File: config.mk
export PLATFORM = sky130hd
export DESIGN_NAME = gf_mixcol_pipe_flat
export DESIGN_NICKNAME = d
export VERILOG_FILES = /design/src/rtl/gf_mixcol_pipe_if.sv /design/src/rtl/gf_mixcol_pipe.sv /design/src/flat_wrapper.sv
export SDC_FILE = /design/constraint.sdc
export NUM_CORES = 1
export LEC_CHECK = 0
export BUFFER_PORTS_ARGS = -buffer_cell sky130_fd_sc_hd__buf_2
export CAP_MARGIN = 30
export CORE_UTILIZATION = 60
export CTS_BUF_LIST = sky130_fd_sc_hd__clkbuf_16
export DETAILED_ROUTE_END_ITERATION = 12
export PLACE_DENSITY = 0.81
export SETUP_SLACK_MARGIN = 0.3
export SYNTH_ARGS = -nofsm -noshare
export SYNTH_HDL_FRONTEND = slang
export SYNTH_SLANG_ARGS = --single-unit
File: constraint.sdc
create_clock -name clk -period 2.4 [get_ports clk]
set_clock_uncertainty 0.1 [all_clocks]
set_input_delay 0.36 -clock clk [delete_from_list [all_inputs] [get_ports clk]]
set_output_delay 0.36 -clock clk [all_outputs]
set_load 0.01 [all_outputs]
File: src/rtl/gf_mixcol_pipe_if.sv
// Handshake bundle for gf_mixcol_pipe: upstream (in_*) and downstream (out_*) channels.
// The in_bypass signal exists only when MIXCOL_BYPASS_EN is defined.
interface gf_mixcol_pipe_if #(
  parameter int unsigned NUM_COLS = 4
);
  localparam int unsigned W = 32 * NUM_COLS;

  logic         in_valid;
  logic         in_ready;
  logic         in_mode;
  logic [W-1:0] in_data;
`ifdef MIXCOL_BYPASS_EN
  logic         in_bypass;
`endif
  logic         out_valid;
  logic         out_ready;
  logic [W-1:0] out_data;
  logic         out_mode;

  modport master (
    output in_valid, in_mode, in_data,
`ifdef MIXCOL_BYPASS_EN
    output in_bypass,
`endif
    output out_ready,
    input  in_ready, out_valid, out_data, out_mode
  );

  modport slave (
    input  in_valid, in_mode, in_data,
`ifdef MIXCOL_BYPASS_EN
    input  in_bypass,
`endif
    input  out_ready,
    output in_ready, out_valid, out_data, out_mode
  );
endinterface

File: src/rtl/gf_mixcol_pipe.sv
// Pipelined AES MixColumns / InvMixColumns over NUM_COLS columns with valid/ready backpressure.
// Optional MIXCOL_BYPASS_EN adds in_bypass to pass data through unmixed (final AES round).
module gf_mixcol_pipe #(
  parameter int unsigned NUM_COLS = 4,
  parameter int unsigned OUT_REG  = 1
) (
  input  logic               clk,
  input  logic               rst_n,
  gf_mixcol_pipe_if.slave    bus,
  output logic               busy
);
  localparam int unsigned W  = 32 * NUM_COLS;
  localparam int unsigned NB = 4 * NUM_COLS;

  typedef logic [7:0] byte_t;

  function automatic byte_t xtime(input byte_t a);
    return {a[6:0], 1'b0} ^ (a[7] ? 8'h1b : 8'h00);
  endfunction

  byte_t        w_a  [NB];
  byte_t        w_a2 [NB];
  byte_t        w_a4 [NB];
  byte_t        w_a8 [NB];
  logic         w_in_fire;
  logic         w_in_bypass;
  logic         w_s1_adv;
  logic [W-1:0] w_mix;

  logic         r_s1_valid;
  logic         r_s1_mode;
  logic         r_s1_bypass;
  byte_t        r_a  [NB];
  byte_t        r_a2 [NB];
  byte_t        r_a4 [NB];
  byte_t        r_a8 [NB];

`ifdef MIXCOL_BYPASS_EN
  assign w_in_bypass = bus.in_bypass;
`else
  assign w_in_bypass = 1'b0;
`endif

  assign w_in_fire    = bus.in_valid & bus.in_ready;
  assign bus.in_ready = ~r_s1_valid | w_s1_adv;

  // Byte i = 4*col + row sits at bits [W-1-8i -: 8].
  always_comb begin
    for (int unsigned i = 0; i < NB; i++) begin
      w_a[i]  = bus.in_data[W-1-8*i -: 8];
      w_a2[i] = xtime(w_a[i]);
      w_a4[i] = xtime(w_a2[i]);
      w_a8[i] = xtime(w_a4[i]);
    end
  end

  always_ff @(posedge clk or negedge rst_n) begin
    if (!rst_n) begin
      r_s1_valid  <= 1'b0;
      r_s1_mode   <= 1'b0;
      r_s1_bypass <= 1'b0;
      for (int unsigned i = 0; i < NB; i++) begin
        r_a[i]  <= '0;
        r_a2[i] <= '0;
        r_a4[i] <= '0;
        r_a8[i] <= '0;
      end
    end else begin
      if (w_in_fire) begin
        r_s1_valid <= 1'b1;
      end else if (w_s1_adv) begin
        r_s1_valid <= 1'b0;
      end
      if (w_in_fire) begin
        r_s1_mode   <= bus.in_mode;
        r_s1_bypass <= w_in_bypass;
        for (int unsigned i = 0; i < NB; i++) begin
          r_a[i]  <= w_a[i];
          r_a2[i] <= w_a2[i];
          r_a4[i] <= w_a4[i];
          r_a8[i] <= w_a8[i];
        end
      end
    end
  end

  always_comb begin
    w_mix = '0;
    for (int unsigned c = 0; c < NUM_COLS; c++) begin
      for (int unsigned r = 0; r < 4; r++) begin
        int unsigned i0;
        int unsigned i1;
        int unsigned i2;
        int unsigned i3;
        byte_t       b;
        i0 = 4*c + r;
        i1 = 4*c + ((r + 1) % 4);
        i2 = 4*c + ((r + 2) % 4);
        i3 = 4*c + ((r + 3) % 4);
        if (r_s1_bypass) begin
          b = r_a[i0];
        end else if (r_s1_mode) begin
          b = (r_a8[i0] ^ r_a4[i0] ^ r_a2[i0])
            ^ (r_a8[i1] ^ r_a2[i1] ^ r_a[i1])
            ^ (r_a8[i2] ^ r_a4[i2] ^ r_a[i2])
            ^ (r_a8[i3] ^ r_a[i3]);
        end else begin
          b = r_a2[i0] ^ (r_a2[i1] ^ r_a[i1]) ^ r_a[i2] ^ r_a[i3];
        end
        w_mix[W-1-8*i0 -: 8] = b;
      end
    end
  end

  if (OUT_REG != 0) begin : g_out_reg
    logic         r_s2_valid;
    logic         r_s2_mode;
    logic [W-1:0] r_s2_data;
    logic         w_s2_adv;

    assign w_s2_adv = r_s2_valid & bus.out_ready;
    assign w_s1_adv = r_s1_valid & (~r_s2_valid | w_s2_adv);

    always_ff @(posedge clk or negedge rst_n) begin
      if (!rst_n) begin
        r_s2_valid <= 1'b0;
        r_s2_mode  <= 1'b0;
        r_s2_data  <= '0;
      end else begin
        if (w_s1_adv) begin
          r_s2_valid <= 1'b1;
          r_s2_mode  <= r_s1_mode;
          r_s2_data  <= w_mix;
        end else if (w_s2_adv) begin
          r_s2_valid <= 1'b0;
        end
      end
    end

    assign bus.out_valid = r_s2_valid;
    assign bus.out_data  = r_s2_data;
    assign bus.out_mode  = r_s2_mode;
    assign busy          = r_s1_valid | r_s2_valid;
  end else begin : g_out_comb
    assign w_s1_adv      = r_s1_valid & bus.out_ready;
    assign bus.out_valid = r_s1_valid;
    assign bus.out_data  = w_mix;
    assign bus.out_mode  = r_s1_mode;
    assign busy          = r_s1_valid;
  end
endmodule

File: src/flat_wrapper.sv
// flat-port wrapper written by rule: the top's interface ports become plain ports
module gf_mixcol_pipe_flat 
#(
  parameter int unsigned NUM_COLS = 4,
  parameter int unsigned OUT_REG  = 1
)
  (clk, rst_n, busy, bus_in_valid, bus_in_mode, bus_in_data, bus_out_ready, bus_in_ready, bus_out_valid, bus_out_data, bus_out_mode);
  gf_mixcol_pipe_if #(.NUM_COLS(NUM_COLS)) bus_i ();
  input  logic clk;
  input  logic rst_n;
  output logic busy;
  input wire logic [$bits(bus_i.in_valid)-1:0] bus_in_valid;
  input wire logic [$bits(bus_i.in_mode)-1:0] bus_in_mode;
  input wire logic [$bits(bus_i.in_data)-1:0] bus_in_data;
  input wire logic [$bits(bus_i.out_ready)-1:0] bus_out_ready;
  output wire logic [$bits(bus_i.in_ready)-1:0] bus_in_ready;
  output wire logic [$bits(bus_i.out_valid)-1:0] bus_out_valid;
  output wire logic [$bits(bus_i.out_data)-1:0] bus_out_data;
  output wire logic [$bits(bus_i.out_mode)-1:0] bus_out_mode;
  assign bus_i.in_valid = bus_in_valid;
  assign bus_i.in_mode = bus_in_mode;
  assign bus_i.in_data = bus_in_data;
  assign bus_i.out_ready = bus_out_ready;
  assign bus_in_ready = bus_i.in_ready;
  assign bus_out_valid = bus_i.out_valid;
  assign bus_out_data = bus_i.out_data;
  assign bus_out_mode = bus_i.out_mode;
  gf_mixcol_pipe #(.NUM_COLS(NUM_COLS), .OUT_REG(OUT_REG)) u_core (.clk(clk), .rst_n(rst_n), .bus(bus_i), .busy(busy));
endmodule
; Yosys cells after proc, flatten, opt, wreduce, memory -nomap -nowiden
; Cells that the tools add are included.
[classes]
muxes = 68
reduce_logical = 2
n_bitwise = 264
[ops]
columns = operator, count
row1 = $xor A8 B8 Y8, 256
row2 = $mux W5, 48
row3 = $mux W8, 16
row4 = $mux W1, 4
row5 = $reduce_bool A2 Y1, 2
row6 = $and A1 B1 Y1, 3
row7 = $or A1 B1 Y1, 3
row8 = $not A1 Y1, 2
[totals]
out_inout_bits = 132
ff_bits = 644
elab_cells = 403
inputBits = 133

; Logic depth before layout (Yosys ltp)
[logic_depth]
word_depth = 6
ltp_mapped = 8
ltp_nobuf = 4

; Least setup slack after synthesis
; No wires, ideal clock.
[synth_path]
path_kind = input port to flip-flop
startpoint = in bus_out_ready
endpoint = reg u_core.r_a2[104] (netlist name)
setup_ns = 0.125
path_buffers = 3
slack_ns = 0.458
t_required_ns = 2.175
path_stages = 6
arrival_ns = 1.718
cell_sequence = nand3b_1 > nand2_1 > buf_2 > buf_1 > buf_2 > mux2_2
[synth_between]
elab_chain_cells = 5
[synth_rtl]
columns = element, line
row1 = from (decl), flat_wrapper.sv:15  ; input wire logic [$bits(bus_i.out_ready)-1:0] bus_out_ready;
row2 = $and A1 B1 Y1, gf_mixcol_pipe.sv:121  ; assign w_s2_adv = r_s2_valid & bus.out_ready;
row3 = $or A1 B1 Y1, gf_mixcol_pipe.sv:122  ; assign w_s1_adv = r_s1_valid & (~r_s2_valid | w_s2_adv);
row4 = $and A1 B1 Y1, gf_mixcol_pipe.sv:122
row5 = $or A1 B1 Y1, gf_mixcol_pipe.sv:45  ; assign bus.in_ready = ~r_s1_valid | w_s1_adv;
row6 = $and A1 B1 Y1, gf_mixcol_pipe.sv:44  ; assign w_in_fire = bus.in_valid & bus.in_ready;
row7 = "to (signal, indexed assignment)", gf_mixcol_pipe.sv:79  ; r_a2[i] <= w_a2[i];
row8 = to (decl), gf_mixcol_pipe.sv:34  ; byte_t r_a2 [NB];
; No other way between the ends.
; A chain may end at the register's enable or synchronous reset.

; Worst setup path after layout
[layout_path]
startpoint = reg u_core.r_a8[5] (netlist name)
endpoint = reg u_core.g_out_reg.r_s2_data[21], in the netlist u_core.bus.out_data[21]
[layout_between]
elab_chain_cells = 5
[layout_rtl]
columns = element, line
row1 = from (decl), gf_mixcol_pipe.sv:36  ; byte_t r_a8 [NB];
row2 = "from (signal, indexed assignment)", gf_mixcol_pipe.sv:81  ; r_a8[i] <= w_a8[i];
row3 = $xor A8 B8 Y8 (3 in a row), gf_mixcol_pipe.sv:105  ; ^ (r_a8[i2] ^ r_a4[i2] ^ r_a[i2])
row4 = $xor A8 B8 Y8, gf_mixcol_pipe.sv:106  ; ^ (r_a8[i3] ^ r_a[i3]);
row5 = $mux W8, gf_mixcol_pipe.sv:102  ; end else if (r_s1_mode) begin
row6 = to (signal assigned), gf_mixcol_pipe.sv:133  ; r_s2_data <= w_mix;
row7 = to (decl), gf_mixcol_pipe.sv:118  ; logic [W-1:0] r_s2_data;
; No other way between the ends.

==> impl_metrics.csv <==
group,metric,value,unit
outcome,outcome,"finished clean",
setup_path,crit_type,"reg -> reg",
global_route,grt_overflow,0,
placed_design,post_dp_cell_area,26170,um^2
placed_design,place_congestion,0.8802,
synth,synthFlopType,"dfrtp_1",
power,p_leak,13.44,nW
synth,ys_warn_count,0,
synth,synth-edff-count,0,
min_path,hp-class,"in -> reg",
clocking,h-tree-depth,2,
floorplanning,dieWidth,203.1,um
global_route,antenna_found_initial,0,
clocking,clockRootBuffer,"clkbuf_16",
power,ir_worst_vdd,0.0006889,V
detailed_routing,vias_per_cell,5.823,
final_layout,nets,2473,
synth,yosys_register_bits,404,
timing,slew_violations,0,
min_path,min_from,"bus_in_data[57]",
setup_path,end_kind,"flop",
power,power.density,1159,nW/um^2
clocking,path_clk_slew,0.06,ns
timing,maxSlewHeadroom,61.53,%
placed_design,hpwl,42.30,mm
floorplanning,core,39820,um^2
final_layout,antennaDiodeCount,0,
timing,hold_violations,0,
timing,fin_crit,2.021,ns
synth,synth_area_leaders,"dfrtp_1, xnor3_1, xnor2_1, mux2_2, xor2_1",
placed_design,portBuffers,264,
synth,synth_cells,2061,
detailed_routing,drt_iter0_drc,998,
timing,setup_viol,0,
global_route,grt.total_usage,29.94,%
floorplanning,die_area,41250,um^2
timing,fmax,0.4949,GHz
setup_path,crit_path_top_delay_cell,"xnor3_1",
timing,rsz0062_at_grt,"false",
setup_path,critical_path_buf_inv_count,0,
detailed_routing,drtPass1Iterations,5,
setup_path,crit_path_max_fanout,4,
setup_path,crit_chain,"xnor2_1 > xnor3_1 > or3_1 > a31oi_1",
floorplanning,start_util,60.92,%
clocking,max-clock-path-buffers,3,
detailed_routing,drt_drc_violations_left,0,
floorplanning,boundaryPins,265,
setup_path,worstSetupStartpointType,"flop",
setup_path,cp.arrival,2.41,ns
clocking,insertion_delay,0.57,ns
synth,synth_top_cell_area_share,41.67,%
global_route,grt_max_degree,130,
setup_path,critical_path.startpoint,"u_core.r_a8[5]",
timing,fin_crit_sh,84.19,%
global_route,grt_pass1_vias,17330,
synth,ys_seq_area_share,41.67,%
clocking,cts_tree,"yes",
floorplanning,fp-row-count,73,
detailed_routing,vias,16900,
synth,yosys.area.top_type,"dfrtp_1",
synth,avgSynthCellArea,11.77,um^2
clocking,numCtsBuffers,46,
detailed_routing,antenna_left,0,
synth,synth_fp_nets,2194,
floorplanning,die_h,203.1,um
final_layout,stdcell_count,2902,
final_layout,fin_area,28680,um^2
synth,synthArstFlopShare,100.0,%
detailed_routing,wl,60.66,mm
setup_path,critPathRequiredTime,2.79,ns
setup_path,reg2reg_from,"u_core.r_a8[5]",
synth,synth_cell_type_count,33,
setup_path,critPathTopFamily,"XOR/XNOR gates",
global_route,grt_pass1_wl,94.91,mm
clocking,clock_sinks,404,
timing,worst_pin_slew,0.5762,ns
final_layout,layout-drive-gt1-share,23.56,%
timing,tns,0,ns
setup_path,cp_slowest_stage_delay,0.48,ns
synth,syn_area,24260,um^2
run,drv_cap,0,
final_layout,area_delta_synth_final,18.23,%
placed_design,place_inst,2737,
detailed_routing,wire_per_inst,20.90,um
==> routing by layer <==
layer / GRT usage (%) / part of all wire, % / routed length [um] / up-vias
li1: - / - / - / 7689
met1: 39.11 / 42 / 25190 / 8493
met2: 50.54 / 50 / 30230 / 576
met3: 4.205 / 5.2 / 3145 / 140
met4: 12.11 / 3.5 / 2095 / 0
met5: 0 / 0 / 0 / -
==> what timing repair did <==
item	CTS	global route
setup endpoints to repair	1	11
pin swaps	0	1
resized for setup	1	6
hold buffers	79	0
setup buffers	0	1
endpoints found under the hold margin	164	0
==> power by group <==
part	switching [W]	leakage, nW	total, W	internal, W
Sequential	0.00175	4.76	0.0104	0.00868
Combinational	0.00715	7.84	0.0151	0.00798
Clock	0.00293	0.842	0.00769	0.00476
Total	0.0118	13.4	0.0333	0.0214
==> sequential cells by signal, indices dropped and copies added, names as in the netlist <==
register	flops
u_core.bus.out_data	128
u_core.r_a8	112
u_core.r_a4	64
u_core.r_a2	48
u_core.r_a	48
u_core.bus.out_mode	1
u_core.bus.out_valid	1
u_core.r_s1_mode	1
u_core.r_s1_valid	1
==> placed cells by master, fill, tap and decap left out, types with 5 or more instances in the layout <==
cell,Yosys,routed
dfrtp_1,404,402
xnor2_1,267,266
buf_2,51,263
mux2_2,162,162
nand2_1,161,159
xnor3_1,159,159
xor2_1,148,146
o21ai_0,136,136
dlygate4sd3_1,0,79
nor2_1,72,72
a31oi_1,72,72
or3_1,55,55
a21oi_1,52,52
and3_1,52,52
clkbuf_16,0,49
o31ai_1,45,45
o21ai_1,29,29
nand3_1,21,21
buf_12,0,21
a21o_1,17,17
xor3_1,15,15
buf_4,1,15
nand2b_1,10,10
bufinv_16,0,10
clkinv_2,0,10
xnor2_2,11,9
inv_1,0,8
o31a_1,7,7
xor2_2,3,5
==> logic make-up (layout without fill, tap and decap cells) <==
| logic type | after synthesis | after routing | share of synthesized area [%] |
|---|---|---|---|
| buffers and inverters | 149 | 465 | 2.584 |
| multiplexers | 164 | 164 | 7.612 |
| AO/OA/AOI/OAI | 362 | 362 | 8.648 |
| AND/OR/NAND/NOR | 378 | 378 | 7.240 |
| flip-flops | 404 | 404 | 41.67 |
| XOR/XNOR | 604 | 604 | 32.25 |
==> worst register-to-register path: cells and delay by family (launching register included) <==
kind,cells,cell delay [ns]
xor+xnor,2,0.87
flops,1,0.39
compound gates,1,0.19
simple gates,1,0.39
==> path summary, 6_finish.rpt <==
kind,end,slack (ns),cells past startpoint
min in group asynchronous,u_core.bus.out_data[34],0.22,2
setup reg to reg,u_core.bus.out_data[21],0.38,4
max in group asynchronous,u_core.bus.out_data[104],1.22,3
setup / recovery,u_core.bus.out_data[21],0.38,4
hold / removal,u_core.r_a2[58],0.03,2
hold reg to reg,u_core.bus.out_data[12],0.37,2
==> final cells by class <==
type                    instances  area [um^2]
inverters                       1        3.754
fillers                      2636        11140
repair buffers                379         2655
multi-input cells            1508        13600
well taps                     525        656.9
clock inverters                36        427.9
flip-flops and latches        404        10110
clock buffers                  49         1226
==> metrics by stage <==
step	util (%)	worst slack (ns)	hold WS (ns)	power (W)
floorplan	-	0.4576	-0.03559	0.02119
global placement	65.73	0.4132	0.2160	0.02464
detailed placement	65.73	0.3204	0.2236	0.02521
CTS	71.89	0.3146	0.0005477	0.03318
global route	72.03	0.3004	0.01380	0.03510
finish	72.03	0.3795	0.02973	0.03325
==> cells in the mapped netlist, drive strengths merged (17+ instances only) <==
cell type    n
o31ai       45
and3        52
a21oi       52
xor2       151
nand3       21
mux2       164
nor2        72
xnor2      278
dfrtp      404
o21ai      165
xnor3      160
nand2      161
a31oi       72
or3         55
a21o        17
clkbuf      89
buf         59
No activity file was read; power rests on OpenSTA's default activity.
